--- config.mk ---
export PLATFORM = sky130hd
export DESIGN_NAME = ray_norm_ctrl_flat
export DESIGN_NICKNAME = d
export VERILOG_FILES = /design/src/rtl/ray_norm_ctrl_if.sv /design/src/rtl/ray_norm_ctrl.sv /design/src/flat_wrapper.sv
export SDC_FILE = /design/constraint.sdc
export NUM_CORES = 1
export LEC_CHECK = 0
export ABC_AREA = 0
export BUFFER_PORTS_ARGS = -buffer_cell sky130_fd_sc_hd__buf_2
export CORE_MARGIN = 10
export CORE_UTILIZATION = 50
export CTS_BUF_LIST = sky130_fd_sc_hd__clkbuf_4 sky130_fd_sc_hd__clkbuf_8
export CTS_CLUSTER_SIZE = 14
export DETAILED_ROUTE_END_ITERATION = 10
export PLACE_DENSITY = 0.78
export SLEW_MARGIN = 30
export SYNTH_ARGS = -nofsm -noshare
export SYNTH_HDL_FRONTEND = slang
export SYNTH_SLANG_ARGS = --single-unit
export TNS_END_PERCENT = 30
--- constraint.sdc ---
create_clock -name clk -period 11.6 [get_ports clk]
set_input_delay 1.16 -clock clk [delete_from_list [all_inputs] [get_ports clk]]
set_output_delay 1.16 -clock clk [all_outputs]
set_load 0.01 [all_outputs]
--- src/rtl/ray_norm_ctrl_if.sv ---
// rtl/ray_norm_ctrl_if.sv - upstream, divider-cluster and downstream channels of ray_norm_ctrl
interface ray_norm_ctrl_if #(
    parameter int WIDTH = 16
);
    logic                 in_valid;
    logic                 in_ready;
    logic [3*WIDTH-1:0]   in_dir;
    logic                 div_start;
    logic [3*WIDTH-1:0]   div_dir;
    logic [WIDTH-1:0]     div_len;
    logic                 div_ready;
    logic                 div_valid;
    logic [3*WIDTH-1:0]   div_result;
    logic                 out_valid;
    logic                 out_ready;
    logic [3*WIDTH-1:0]   out_dir;
    logic                 out_zero;
    logic                 out_err;

    modport master (
        input  in_valid, in_dir, div_ready, div_valid, div_result, out_ready,
        output in_ready, div_start, div_dir, div_len, out_valid, out_dir, out_zero, out_err
    );

    modport slave (
        output in_valid, in_dir, div_ready, div_valid, div_result, out_ready,
        input  in_ready, div_start, div_dir, div_len, out_valid, out_dir, out_zero, out_err
    );
endinterface

--- src/rtl/ray_norm_ctrl.sv ---
// rtl/ray_norm_ctrl.sv - ray direction length (sum of squares + bit-serial sqrt) and divider-cluster initiator
// Optional watchdog enabled by defining RAY_NORM_TIMEOUT_EN.
module ray_norm_ctrl #(
    parameter int WIDTH          = 16,
    parameter int Q_BITS         = 12,
    parameter int TIMEOUT_CYCLES = 255
) (
    input  logic           clk,
    input  logic           reset,
    ray_norm_ctrl_if.master bus
);
    localparam int ACC_W  = 2 * WIDTH + 2;
    localparam int ROOT_W = WIDTH + 1;
    localparam int REM_W  = WIDTH + 4;
    localparam int CNT_W  = $clog2(WIDTH + 1);
    localparam int DIR_W  = 3 * WIDTH;

    typedef enum logic [2:0] {
        S_IDLE, S_SQUARE, S_SQRT, S_ADJUST, S_ISSUE, S_WAIT_BUSY, S_WAIT_DONE, S_OUTPUT
    } state_t;

    state_t              state_q, state_d;
    logic [DIR_W-1:0]    dir_q, dir_d, div_dir_q, div_dir_d, out_dir_q, out_dir_d;
    logic [ACC_W-1:0]    acc_q, acc_d, sh_q, sh_d;
    logic [ROOT_W-1:0]   root_q, root_d;
    logic [REM_W-1:0]    rem_q, rem_d;
    logic [CNT_W-1:0]    cnt_q, cnt_d;
    logic [WIDTH-1:0]    div_len_q, div_len_d;
    logic                out_zero_q, out_zero_d, out_err_q, out_err_d;

    logic signed [WIDTH-1:0]   sq_comp;
    logic signed [2*WIDTH-1:0] sq_prod;
    logic [REM_W-1:0]          rem_shift, rem_trial;
    logic                      acc_zero, root_wide, waiting, timeout_hit;

    assign waiting   = (state_q == S_ISSUE) || (state_q == S_WAIT_BUSY) || (state_q == S_WAIT_DONE);
    assign acc_zero  = (acc_q == '0);
    assign root_wide = |root_q[ROOT_W-1:ROOT_W-2];

    // one shared multiplier walks x, y, z while in SQUARE
    always_comb begin
        case (cnt_q)
            CNT_W'(0): sq_comp = $signed(dir_q[DIR_W-1 -: WIDTH]);
            CNT_W'(1): sq_comp = $signed(dir_q[2*WIDTH-1 -: WIDTH]);
            default:   sq_comp = $signed(dir_q[WIDTH-1:0]);
        endcase
    end

    assign sq_prod   = sq_comp * sq_comp;
    assign rem_shift = {rem_q[REM_W-3:0], sh_q[ACC_W-1 -: 2]};
    assign rem_trial = REM_W'({root_q, 2'b01});

`ifdef RAY_NORM_TIMEOUT_EN
    logic [15:0] wd_q, wd_d;
    logic        unused_cfg;

    assign unused_cfg  = |32'(Q_BITS);
    assign wd_d        = (state_d != state_q) ? '0 : wd_q + 16'd1;
    assign timeout_hit = waiting && (wd_q == 16'(TIMEOUT_CYCLES - 1));

    always_ff @(posedge clk) begin
        if (!reset) wd_q <= '0;
        else        wd_q <= wd_d;
    end
`else
    logic unused_cfg;

    assign unused_cfg  = |{32'(Q_BITS), 32'(TIMEOUT_CYCLES), waiting};
    assign timeout_hit = 1'b0;
`endif

    always_ff @(posedge clk) begin
        if (!reset) begin
            state_q    <= S_IDLE;
            dir_q      <= '0;
            acc_q      <= '0;
            sh_q       <= '0;
            root_q     <= '0;
            rem_q      <= '0;
            cnt_q      <= '0;
            div_dir_q  <= '0;
            div_len_q  <= '0;
            out_dir_q  <= '0;
            out_zero_q <= 1'b0;
            out_err_q  <= 1'b0;
        end else begin
            state_q    <= state_d;
            dir_q      <= dir_d;
            acc_q      <= acc_d;
            sh_q       <= sh_d;
            root_q     <= root_d;
            rem_q      <= rem_d;
            cnt_q      <= cnt_d;
            div_dir_q  <= div_dir_d;
            div_len_q  <= div_len_d;
            out_dir_q  <= out_dir_d;
            out_zero_q <= out_zero_d;
            out_err_q  <= out_err_d;
        end
    end

    // WAIT_BUSY exists so a result still in flight from before a reset is never taken
    always_comb begin
        state_d = state_q;
        case (state_q)
            S_IDLE:      if (bus.in_valid)              state_d = S_SQUARE;
            S_SQUARE:    if (cnt_q == CNT_W'(2))        state_d = S_SQRT;
            S_SQRT:      if (cnt_q == CNT_W'(WIDTH))    state_d = S_ADJUST;
            S_ADJUST:    state_d = acc_zero ? S_OUTPUT : S_ISSUE;
            S_ISSUE:     if (bus.div_ready)             state_d = S_WAIT_BUSY;
            S_WAIT_BUSY: if (!bus.div_ready)            state_d = S_WAIT_DONE;
            S_WAIT_DONE: if (bus.div_valid)             state_d = S_OUTPUT;
            S_OUTPUT:    if (bus.out_ready)             state_d = S_IDLE;
            default:     state_d = S_IDLE;
        endcase
        if (timeout_hit && (state_d == state_q)) state_d = S_OUTPUT;
    end

    always_comb begin
        dir_d      = dir_q;
        acc_d      = acc_q;
        sh_d       = sh_q;
        root_d     = root_q;
        rem_d      = rem_q;
        cnt_d      = (state_d != state_q) ? '0 : cnt_q + CNT_W'(1);
        div_dir_d  = div_dir_q;
        div_len_d  = div_len_q;
        out_dir_d  = out_dir_q;
        out_zero_d = out_zero_q;
        out_err_d  = out_err_q;
        case (state_q)
            S_IDLE: if (bus.in_valid) begin
                dir_d      = bus.in_dir;
                acc_d      = '0;
                out_zero_d = 1'b0;
                out_err_d  = 1'b0;
            end
            S_SQUARE: begin
                acc_d  = acc_q + ACC_W'($unsigned(sq_prod));
                sh_d   = acc_d;
                root_d = '0;
                rem_d  = '0;
            end
            S_SQRT: begin
                sh_d = sh_q << 2;
                if (rem_shift >= rem_trial) begin
                    rem_d  = rem_shift - rem_trial;
                    root_d = {root_q[ROOT_W-2:0], 1'b1};
                end else begin
                    rem_d  = rem_shift;
                    root_d = {root_q[ROOT_W-2:0], 1'b0};
                end
            end
            S_ADJUST: begin
                if (acc_zero) begin
                    out_dir_d  = '0;
                    out_zero_d = 1'b1;
                end else if (root_wide) begin
                    // halve both sides so the length fits the divisor width; the ratio is unchanged
                    for (int i = 0; i < 3; i++)
                        div_dir_d[i*WIDTH +: WIDTH] = WIDTH'($signed(dir_q[i*WIDTH +: WIDTH]) >>> 1);
                    div_len_d = root_q[ROOT_W-1:1];
                end else begin
                    div_dir_d = dir_q;
                    div_len_d = root_q[WIDTH-1:0];
                end
            end
            S_WAIT_DONE: if (bus.div_valid) begin
                out_dir_d  = bus.div_result;
                out_zero_d = 1'b0;
            end
            default: ;
        endcase
        if (timeout_hit && (state_d == S_OUTPUT) && !((state_q == S_WAIT_DONE) && bus.div_valid)) begin
            out_dir_d = dir_q;
            out_err_d = 1'b1;
        end
    end

    always_comb begin
        bus.in_ready  = (state_q == S_IDLE);
        bus.out_valid = (state_q == S_OUTPUT);
        bus.div_start = (state_q == S_ISSUE) && bus.div_ready;
        bus.div_dir   = div_dir_q;
        bus.div_len   = div_len_q;
        bus.out_dir   = out_dir_q;
        bus.out_zero  = out_zero_q;
        bus.out_err   = out_err_q;
    end
endmodule
--- src/flat_wrapper.sv ---
// flat-port wrapper written by rule: the top's interface ports become plain ports
module ray_norm_ctrl_flat 
#(
    parameter int WIDTH          = 16,
    parameter int Q_BITS         = 12,
    parameter int TIMEOUT_CYCLES = 255
)
  (clk, reset, bus_in_valid, bus_in_dir, bus_div_ready, bus_div_valid, bus_div_result, bus_out_ready, bus_in_ready, bus_div_start, bus_div_dir, bus_div_len, bus_out_valid, bus_out_dir, bus_out_zero, bus_out_err);
  ray_norm_ctrl_if #(.WIDTH(WIDTH)) bus_i ();
  input  logic clk;
  input  logic reset;
  input wire logic [$bits(bus_i.in_valid)-1:0] bus_in_valid;
  input wire logic [$bits(bus_i.in_dir)-1:0] bus_in_dir;
  input wire logic [$bits(bus_i.div_ready)-1:0] bus_div_ready;
  input wire logic [$bits(bus_i.div_valid)-1:0] bus_div_valid;
  input wire logic [$bits(bus_i.div_result)-1:0] bus_div_result;
  input wire logic [$bits(bus_i.out_ready)-1:0] bus_out_ready;
  output wire logic [$bits(bus_i.in_ready)-1:0] bus_in_ready;
  output wire logic [$bits(bus_i.div_start)-1:0] bus_div_start;
  output wire logic [$bits(bus_i.div_dir)-1:0] bus_div_dir;
  output wire logic [$bits(bus_i.div_len)-1:0] bus_div_len;
  output wire logic [$bits(bus_i.out_valid)-1:0] bus_out_valid;
  output wire logic [$bits(bus_i.out_dir)-1:0] bus_out_dir;
  output wire logic [$bits(bus_i.out_zero)-1:0] bus_out_zero;
  output wire logic [$bits(bus_i.out_err)-1:0] bus_out_err;
  assign bus_i.in_valid = bus_in_valid;
  assign bus_i.in_dir = bus_in_dir;
  assign bus_i.div_ready = bus_div_ready;
  assign bus_i.div_valid = bus_div_valid;
  assign bus_i.div_result = bus_div_result;
  assign bus_i.out_ready = bus_out_ready;
  assign bus_in_ready = bus_i.in_ready;
  assign bus_div_start = bus_i.div_start;
  assign bus_div_dir = bus_i.div_dir;
  assign bus_div_len = bus_i.div_len;
  assign bus_out_valid = bus_i.out_valid;
  assign bus_out_dir = bus_i.out_dir;
  assign bus_out_zero = bus_i.out_zero;
  assign bus_out_err = bus_i.out_err;
  ray_norm_ctrl #(.WIDTH(WIDTH), .Q_BITS(Q_BITS), .TIMEOUT_CYCLES(TIMEOUT_CYCLES)) u_core (.clk(clk), .reset(reset), .bus(bus_i));
endmodule
==> flow_summary.ini, run 1 <==
[clock_tree]
ctsHtreeMaxLevel = 2
clk_pin_slew_worst_paths_ns = 0.07
post_cts_resized = 0
clock_path_buffers = 3
root_buffer = clkbuf_8
cts_setup_buffers = 0
ctsHoldBuffers = 0
clk_latency_ns = 0.59
cts_sinks = 272
tritoncts = yes
cts_buffers = 45

[critical_path]
cp.arrival_ns = 10.58
cp-end-kind = flop
critPathKind = reg2reg
reg2reg_to = u_core.acc_q[32]
cpMostUsedCell = fa_1
cpMaxStageDelayCell = fa_1
cpPeakStageDelay_ns = 0.65
crit_required_ns = 12.10
crit_path_start_kind = flop
crit_fanout = 17
r2r_setup_slack_ns = 1.51
reg2reg_depth = 36
r2r-start = u_core.cnt_q[2]

[logic_synthesis]
yosysSeqAreaShare_pct = 24.3
synth_common_cells = 404 x nand2_1, 353 x inv_1, 272 x dfxtp_1
synth_area_leaders = dfxtp_1 24%, fa_1 21%, ha_1 8.2%
yosys_most_used_dff = dfxtp_1
synth_edf_count = 0
syn-num-nets = 3196
yosys.area.top_type = dfxtp_1
syn_inst = 2713
synth_area_um2 = 22500
synth_area_per_cell_um2 = 8.28
synth_cell_types = 91
async_flop_share_pct = 0
yosysWarnings = 0
synth_seq_cells = 272
synth_top_area_share_pct = 24.3
synth.most_common_cell = nand2_1

[die]
core_area_um2 = 44300
io_pins = 219
start_util_pct = 50.7
die_w_um = 232
die_area_um2 = 53800
core.rowCount = 77
dieHeight_um = 232

[pwr]
sequentialPowerShare_pct = 31.3
p_sw_share_pct = 40.2
vdd_ir_drop_max_mv = 0.0831
power.total_mw = 3.42
comb_power_share_pct = 43.4
p_leak_nw = 11.2
p_int_mw = 2.05
powerDensity_nw_per_um2 = 138
pwr-share-clk_pct = 25.3
p_sw_mw = 1.37

[sta]
min_period_ns = 10.09
hold_ws_ns = 0.449
final.period_utilization_pct = 86.9
finalHoldViolations = 0
rsz0062_at_grt = no
fmax_ghz = 0.0992
tightest_slew_ns = 0.956
fin_setup_tns_ns = 0
worst_slack_ns = 1.51
setup_viol = 0
slew_violations = 0
slew_headroom_pct = 36.2
skew_ns = 0.0391

[min_path]
hp-class = reg2reg
hold_start = u_core.bus.out_dir[25]
min_path_cells = 2
worstHoldEndpoint = u_core.bus.out_dir[25]

[place]
place_inst = 3380
numPortBuffers = 217
gp_congestion = 0.968
post-place-ws_ns = 1.53
dp_hpwl_um = 47400

[final_layout]
syn2layout_area_growth_pct = 10.1
nets = 3318
n_fill_cell = 4062
layout.cells.non_filler = 3457
drive_gt1_share_pct = 12.5

[drt]
wl_per_cell_um = 17.9
drc = 0
vias = 19637
viasPerCell = 5.68
drtAntennaViolNets = 0
drt_first_pass_iters = 6
drt_wl_total_um = 61800
drt_iter0_markers = 1572

[global_routing]
antenna_found_initial = 3
grt_max_degree = 133
grt_first_pass_wirelength_um = 103000
grt_usage_pct = 22.9
overflow = 0
grt_pass1_vias = 19782

[flow_run]
cap_violations = 0

[run_status]
status = complete, no violations
-- cell usage in the layout, fill, tap and decap left out, types with 6 or more instances in the layout --
| cell | netlist | routed |
|---|---|---|
| nand2_1 | 404 | 404 |
| o31ai_1 | 10 | 10 |
| nand2b_1 | 6 | 6 |
| and2_1 | 22 | 19 |
| a21oi_1 | 211 | 211 |
| a21o_1 | 26 | 26 |
| or3_1 | 13 | 13 |
| ha_1 | 147 | 147 |
| nand3_1 | 76 | 76 |
| nor2b_1 | 8 | 8 |
| nand4_1 | 15 | 15 |
| a22o_1 | 7 | 7 |
| mux2i_1 | 20 | 20 |
| xor2_1 | 18 | 18 |
| a22oi_1 | 59 | 59 |
| nor2_1 | 208 | 204 |
| nor4_1 | 9 | 9 |
| buf_4 | 4 | 11 |
| fa_1 | 234 | 234 |
| a41oi_1 | 6 | 6 |
| buf_2 | 9 | 217 |
| a31oi_1 | 11 | 11 |
| o21ai_1 | 29 | 28 |
| o21ai_0 | 84 | 84 |
| dfxtp_1 | 272 | 270 |
| clkbuf_8 | 1 | 56 |
| o21a_1 | 17 | 17 |
| o21bai_1 | 10 | 10 |
| xnor2_1 | 57 | 57 |
| a311oi_1 | 62 | 62 |
| inv_1 | 353 | 353 |
| inv_2 | 13 | 12 |
| and3_1 | 11 | 11 |
| nor3_1 | 30 | 29 |
| clkbuf_4 | 0 | 10 |
| o211ai_1 | 10 | 10 |
| a211oi_1 | 12 | 12 |
-- kinds of logic (layout without fill, tap and decap cells) --
kind of cell | Yosys count | count (layout) | share of synthesized area (%)
AO/OA/AOI/OAI | 609 | 609 | 17.7
XOR/XNOR | 75 | 75 | 2.93
other | 1 | 2 | 0.0167
multiplexers | 21 | 21 | 0.942
flip-flops | 272 | 272 | 24.3
adder cells (fa/ha/maj) | 381 | 381 | 29.1
buffers and inverters | 521 | 672 | 9.02
AND/OR/NAND/NOR | 833 | 833 | 16.0
-- layer usage --
layer / track usage, % / vias up / share of wire, %
met5: 0 / - / 0.053
met4: 7.56 / 4 / 2.8
met3: 5.16 / 136 / 7.8
met2: 37.4 / 751 / 47
met1: 29.5 / 9495 / 42
li1: - / 9251 / -
-- worst max-delay path: cells and delay by family (launching register included) --
family,cells,cell delay (ns)
flip-flops,1,0.35
adder cells (fa/ha/maj),8,3.85
AND/OR/NAND/NOR,13,3.39
XOR/XNOR,1,0.15
AO/OA/AOI/OAI,8,1.71
buffers and inverters,6,0.54
-- stage by stage --
stage	util [%]	instance area, um2
finish	55.8	24700
global placement	53.6	23800
global route	55.8	24700
floorplan	-	22500
detailed placement	53.7	23800
CTS	55.8	24700
-- sequential cells by signal, indices dropped and copies added, names as in the netlist --
| signal | count |
|---|---|
| u_core.bus.div_dir | 48 |
| u_core.bus.out_dir | 48 |
| u_core.dir_q | 48 |
| u_core.acc_q | 34 |
| u_core.sh_q | 34 |
| u_core.rem_q | 18 |
| u_core.root_q | 17 |
| u_core.bus.div_len | 16 |
| u_core.cnt_q | 5 |
| u_core.state_q | 3 |
| u_core.bus.out_zero | 1 |
-- worst max path at each step --
| stage | from | endpoint | slack [ns] | cells past startpoint |
|---|---|---|---|---|
| after floorplan | u_core.cnt_q[2] | u_core.sh_q[32] | 2.78 | 35 |
| after detailed placement | u_core.cnt_q[2] | u_core.acc_q[32] | 1.53 | 36 |
| after CTS | u_core.cnt_q[0] | u_core.acc_q[32] | 1.45 | 35 |
| after global routing | u_core.cnt_q[2] | u_core.sh_q[32] | 0.95 | 36 |
| final | u_core.cnt_q[2] | u_core.acc_q[32] | 1.51 | 36 |
| after global placement | u_core.cnt_q[0] | u_core.sh_q[32] | 1.70 | 34 |
-- power by group through the flow --
stage | sequential (mW) | combinational [mW] | clock (mW)
4_1_cts | 1.07 | 1.47 | 0.877
3_3_place_gp | 1.09 | 1.42 | 0
2_1_floorplan | 1.06 | 1.14 | 0
5_1_grt | 1.08 | 1.66 | 0.924
6_report | 1.07 | 1.48 | 0.865
3_5_place_dp | 1.09 | 1.45 | 0
-- area by class of cell --
class / instances / area (um2) / area share [%]
clock inverters: 10 / 66.3 / 0.268
flip-flops and latches: 272 / 5450 / 22.0
well taps: 592 / 741 / 3.00
diodes: 1 / 2.50 / 0.0101
multi-input cells: 1920 / 15000 / 60.8
inverters: 366 / 1380 / 5.59
clock buffers: 66 / 846 / 3.42
repair buffers: 230 / 1210 / 4.88
(Power assumes the default switching activity.)
==> run 2, diff against run 1 <==
--- a/config.mk
+++ b/config.mk
@@ -12,7 +12,7 @@
 export CTS_BUF_LIST = sky130_fd_sc_hd__clkbuf_4 sky130_fd_sc_hd__clkbuf_8
 export CTS_CLUSTER_SIZE = 14
 export DETAILED_ROUTE_END_ITERATION = 10
-export PLACE_DENSITY = 0.78
+export PLACE_DENSITY = 0.69
 export SLEW_MARGIN = 30
 export SYNTH_ARGS = -nofsm -noshare
 export SYNTH_HDL_FRONTEND = slang
==> run 2 against run 1 <==
- via count decreased by 1.2%
- die area unchanged
- worst setup slack better by 0.11 ns
- hold slack got worse by 0.00087 ns
- critical path type unchanged
- largest cell class unchanged
==> flow_summary.ini, run 2 (synthesized netlist as in run 1, its figures left out) <==
[critical_path]
crit_required_ns = 12.12
path_buf_inv = 6
crit_family = adder cells
crit_fanout = 17
cp-end-kind = flop
cp.arrival_ns = 10.50
reg2reg_depth = 35
cpMostUsedCell = fa_1
cpMaxStageDelayCell = fa_1
critical_path_depth = 35
cpPeakStageDelay_ns = 0.59
crit_path_start_kind = flop
critPathKind = reg2reg

[die]
die_area_um2 = 53800
io_pins = 219
die_w_um = 232
core.rowCount = 77
start_util_pct = 50.7
core_area_um2 = 44300
dieHeight_um = 232

[drt]
vias = 19402
drtAntennaViolNets = 0
wl_per_cell_um = 18.1
drt_first_pass_iters = 5
drt_wl_total_um = 62900
drc = 0
viasPerCell = 5.60
drt_iter0_markers = 1702

[clock_tree]
ctsHoldBuffers = 0
ctsHtreeMaxLevel = 2
post_cts_resized = 0
tritoncts = yes
clk_pin_slew_worst_paths_ns = 0.06
root_buffer = clkbuf_8
cts_sinks = 272
clk_latency_ns = 0.62
clock_path_buffers = 3
cts_buffers = 47
cts_setup_buffers = 0

[pwr]
vdd_ir_drop_max_mv = 0.0804
p_leak_nw = 11.3
powerDensity_nw_per_um2 = 144

[final_layout]
multi_input_area_um2 = 15000
layout_common_cells = 404 x nand2_1, 353 x inv_1, 270 x dfxtp_1
nets = 3322
layout.cells.non_filler = 3467
regArea_um2 = 5450
n_fill_cell = 4175
num_antenna_cells = 0
drive_gt1_share_pct = 12.8
syn2layout_area_growth_pct = 11.0
final_common_cell = nand2_1

[sta]
setup_viol = 0
skew_ns = 0.0466
finalHoldViolations = 0
slew_violations = 0
worst_slack_ns = 1.63
final.period_utilization_pct = 86.0
min_period_ns = 9.97
slew_headroom_pct = 34.5
fmax_ghz = 0.100
tightest_slew_ns = 0.977
rsz0062_at_grt = no
fin_setup_tns_ns = 0

[min_path]
min_path_cells = 2
hp-class = reg2reg

[place]
numPortBuffers = 217
gp_congestion = 0.976
place_inst = 3382
dp_hpwl_um = 48700
post-place-ws_ns = 1.56

[global_routing]
overflow = 0
grt_pass1_vias = 19358
grt_first_pass_wirelength_um = 103000
grt_max_degree = 104
antenna_found_initial = 1
grt_usage_pct = 23.3

[run_status]
status = complete, no violations

[flow_run]
cap_violations = 0
-- run 2: final cells by class --
| type | instances | area share (%) |
|---|---|---|
| well taps | 592 | 2.97 |
| inverters | 366 | 5.53 |
| clock buffers | 74 | 3.64 |
| multi-input cells | 1920 | 60.3 |
| flip-flops and latches | 272 | 21.9 |
| repair buffers | 232 | 4.92 |
| clock inverters | 11 | 0.723 |
-- run 2: worst paths after layout --
path	startpoint	end	slack (ns)
min	u_core.bus.out_dir[11]	u_core.bus.out_dir[11]	0.45
max reg2reg	u_core.cnt_q[2]	u_core.acc_q[32]	1.63
max	u_core.cnt_q[2]	u_core.acc_q[32]	1.63
min reg2reg	u_core.bus.out_dir[11]	u_core.bus.out_dir[11]	0.45
-- run 2: power breakdown --
group / internal [mW] / switching, mW / total (mW) / leakage (nW)
logic: 0.575 / 0.935 / 1.51 / 8.55
registers: 1.00 / 0.0649 / 1.07 / 2.20
clock network: 0.589 / 0.412 / 1.00 / 0.572
total: 2.17 / 1.41 / 3.58 / 11.3
-- run 2: worst reg2reg max path: cells and delay by family, from the launching register on --
kind / cells / cell delay [ns]
AND/OR/NAND/NOR: 11 / 3.09
buffers and inverters: 6 / 0.53
AO/OA/AOI/OAI: 9 / 1.90
flip-flops: 1 / 0.36
XOR/XNOR: 1 / 0.20
adder cells (fa/ha/maj): 8 / 3.80
-- run 2: per-stage QoR --
stage               power, mW  instance area [um2]  hold WS, ns  utilization, %
finish                   3.58                24900        0.448            56.2
CTS                      3.58                24900        0.451            56.2
detailed placement       2.56                23800        0.443            53.7
global placement         2.55                23800        0.435            53.7
global route             3.82                24900        0.466            56.2
floorplan                2.20                22500        0.437               -
-- run 2: layer usage --
metal  wire length [um]  global-route usage (%)  share of wire (%)  vias to the layer above
met5                 13                       0              0.021                        -
met4               1670                    6.60                2.7                        2
met3               4290                    4.35                6.8                      124
met2              28800                    36.9                 46                      653
met1              28100                    31.9                 45                     9360
li1                   -                       -                  -                     9263
==> run 3, diff against run 2 <==
--- a/config.mk
+++ b/config.mk
@@ -13,7 +13,7 @@
 export CTS_CLUSTER_SIZE = 14
 export DETAILED_ROUTE_END_ITERATION = 10
 export PLACE_DENSITY = 0.69
-export SLEW_MARGIN = 30
+export SLEW_MARGIN = 20
 export SYNTH_ARGS = -nofsm -noshare
 export SYNTH_HDL_FRONTEND = slang
 export SYNTH_SLANG_ARGS = --single-unit
==> constraint.sdc (replaced) <==
create_clock -name clk -period 11.45 [get_ports clk]
set_input_delay 1.145 -clock clk [delete_from_list [all_inputs] [get_ports clk]]
set_output_delay 1.145 -clock clk [all_outputs]
set_load 0.01 [all_outputs]
==> run 3 against run 2 <==
- cell count shrank 0.17%
- largest power group unchanged
- wire length fell by 0.33%
- largest cell class unchanged
- critical path depth fell by 1
==> flow_summary.ini, run 3 (synthesized netlist as in run 1, its figures left out) <==
[run_status]
status = complete, no violations

[global_routing]
use_met3_pct = 5.19
grt_first_pass_wirelength_um = 103000
grtUsageMet2_pct = 36.4
antenna_found_initial = 3
grt_max_degree = 104
gr-usage-met1_pct = 31.0
grt_usage_pct = 23.1
overflow = 0
grt_busiest_layer = met2
grt_pass1_vias = 19290

[critical_path]
cp.arrival_ns = 10.73
cpPeakStageDelay_ns = 0.84
crit_required_ns = 11.97
crit_fanout = 20
critPathKind = reg2reg
cpMostUsedCell = fa_1
crit_path_start_kind = flop
cpMaxStageDelayCell = nor2_1
cp-end-kind = flop

[place]
gp_congestion = 0.980
place_inst = 3381
post-place-ws_ns = 1.36
post_dp_cell_area_um2 = 23800
dp_hpwl_um = 48600
numPortBuffers = 217

[sta]
slew_headroom_pct = 28.6
setup_viol = 0
final.period_utilization_pct = 89.2
rsz0062_at_grt = no
slew_violations = 0
skew_ns = 0.0240
worst_slack_ns = 1.24
finalHoldViolations = 0
min_period_ns = 10.21
fin_setup_tns_ns = 0
fmax_ghz = 0.0980
tightest_slew_ns = 1.07
hold_ws_ns = 0.445

[clock_tree]
ctsHtreeMaxLevel = 2
root_buffer = clkbuf_8
cts_buffers = 46
clock_path_buffers = 3
tritoncts = yes
cts_setup_buffers = 0
ctsHoldBuffers = 0
post_cts_resized = 0
clk_pin_slew_worst_paths_ns = 0.06
clk_latency_ns = 0.60
cts_sinks = 272

[drt]
drt_first_pass_iters = 6
vias = 19474
wl_per_cell_um = 18.1
drt_wl_total_um = 62700
viasPerCell = 5.63
drtAntennaViolNets = 0
drt_iter0_markers = 1627
drc = 0

[die]
die_w_um = 232
io_pins = 219
start_util_pct = 50.7
die_area_um2 = 53800
dieHeight_um = 232
core.rowCount = 77
core_area_um2 = 44300

[final_layout]
drive_gt1_share_pct = 12.6
syn2layout_area_growth_pct = 10.4
final_util_pct = 55.9
final_area_um2 = 24800
n_fill_cell = 4145
layout_common_cells = 404 x nand2_1, 353 x inv_1, 270 x dfxtp_1
multi_input_area_um2 = 15000
layout.cells.non_filler = 3461
regArea_um2 = 5450
nets = 3321
final_common_cell = nand2_1

[pwr]
power.total_mw = 3.56
p_leak_nw = 11.3
vdd_ir_drop_max_mv = 0.0998
powerDensity_nw_per_um2 = 143

[flow_run]
cap_violations = 0

[min_path]
hp-class = reg2reg
==> run 3: worst paths after layout <==
path,startpoint,slack [ns],depth (start not counted),end
worst max register to register,u_core.cnt_q[0],1.24,34,u_core.sh_q[32]
worst min-delay path,u_core.bus.out_dir[22],0.45,2,u_core.bus.out_dir[22]
worst max-delay path,u_core.cnt_q[0],1.24,34,u_core.sh_q[32]
worst min register to register,u_core.bus.out_dir[22],0.45,2,u_core.bus.out_dir[22]
==> run 3: cell type report <==
class / count / area share (%)
multi-input cells: 1920 / 60.6
clock buffers: 67 / 3.39
repair buffers: 232 / 4.92
diodes: 1 / 0.0101
inverters: 366 / 5.56
flip-flops and latches: 272 / 22.0
clock inverters: 11 / 0.540
well taps: 592 / 2.99
==> run 3: layer usage <==
metal	part of all wire, %	up-vias
met3	8.1	146
met4	3.1	2
met5	0.021	-
li1	-	9260
met2	46	758
met1	43	9308
==> run 3: critical path: cells and delay by family, from the launching register on <==
kind	cells	cell delay [ns]
adders and majority gates	9	3.87
and+or+nand+nor	9	2.93
DFF	1	0.40
xor gates and xnor gates	1	0.21
AOI/OAI and AO/OA	8	1.58
buffers and inverters	7	1.13
==> run 3: power breakdown <==
group	internal (mW)	switching (mW)	total, mW	leakage, nW
logic	0.582	0.952	1.53	8.55
clock network	0.520	0.419	0.939	0.520
registers	1.02	0.0657	1.08	2.20
total	2.12	1.44	3.56	11.3
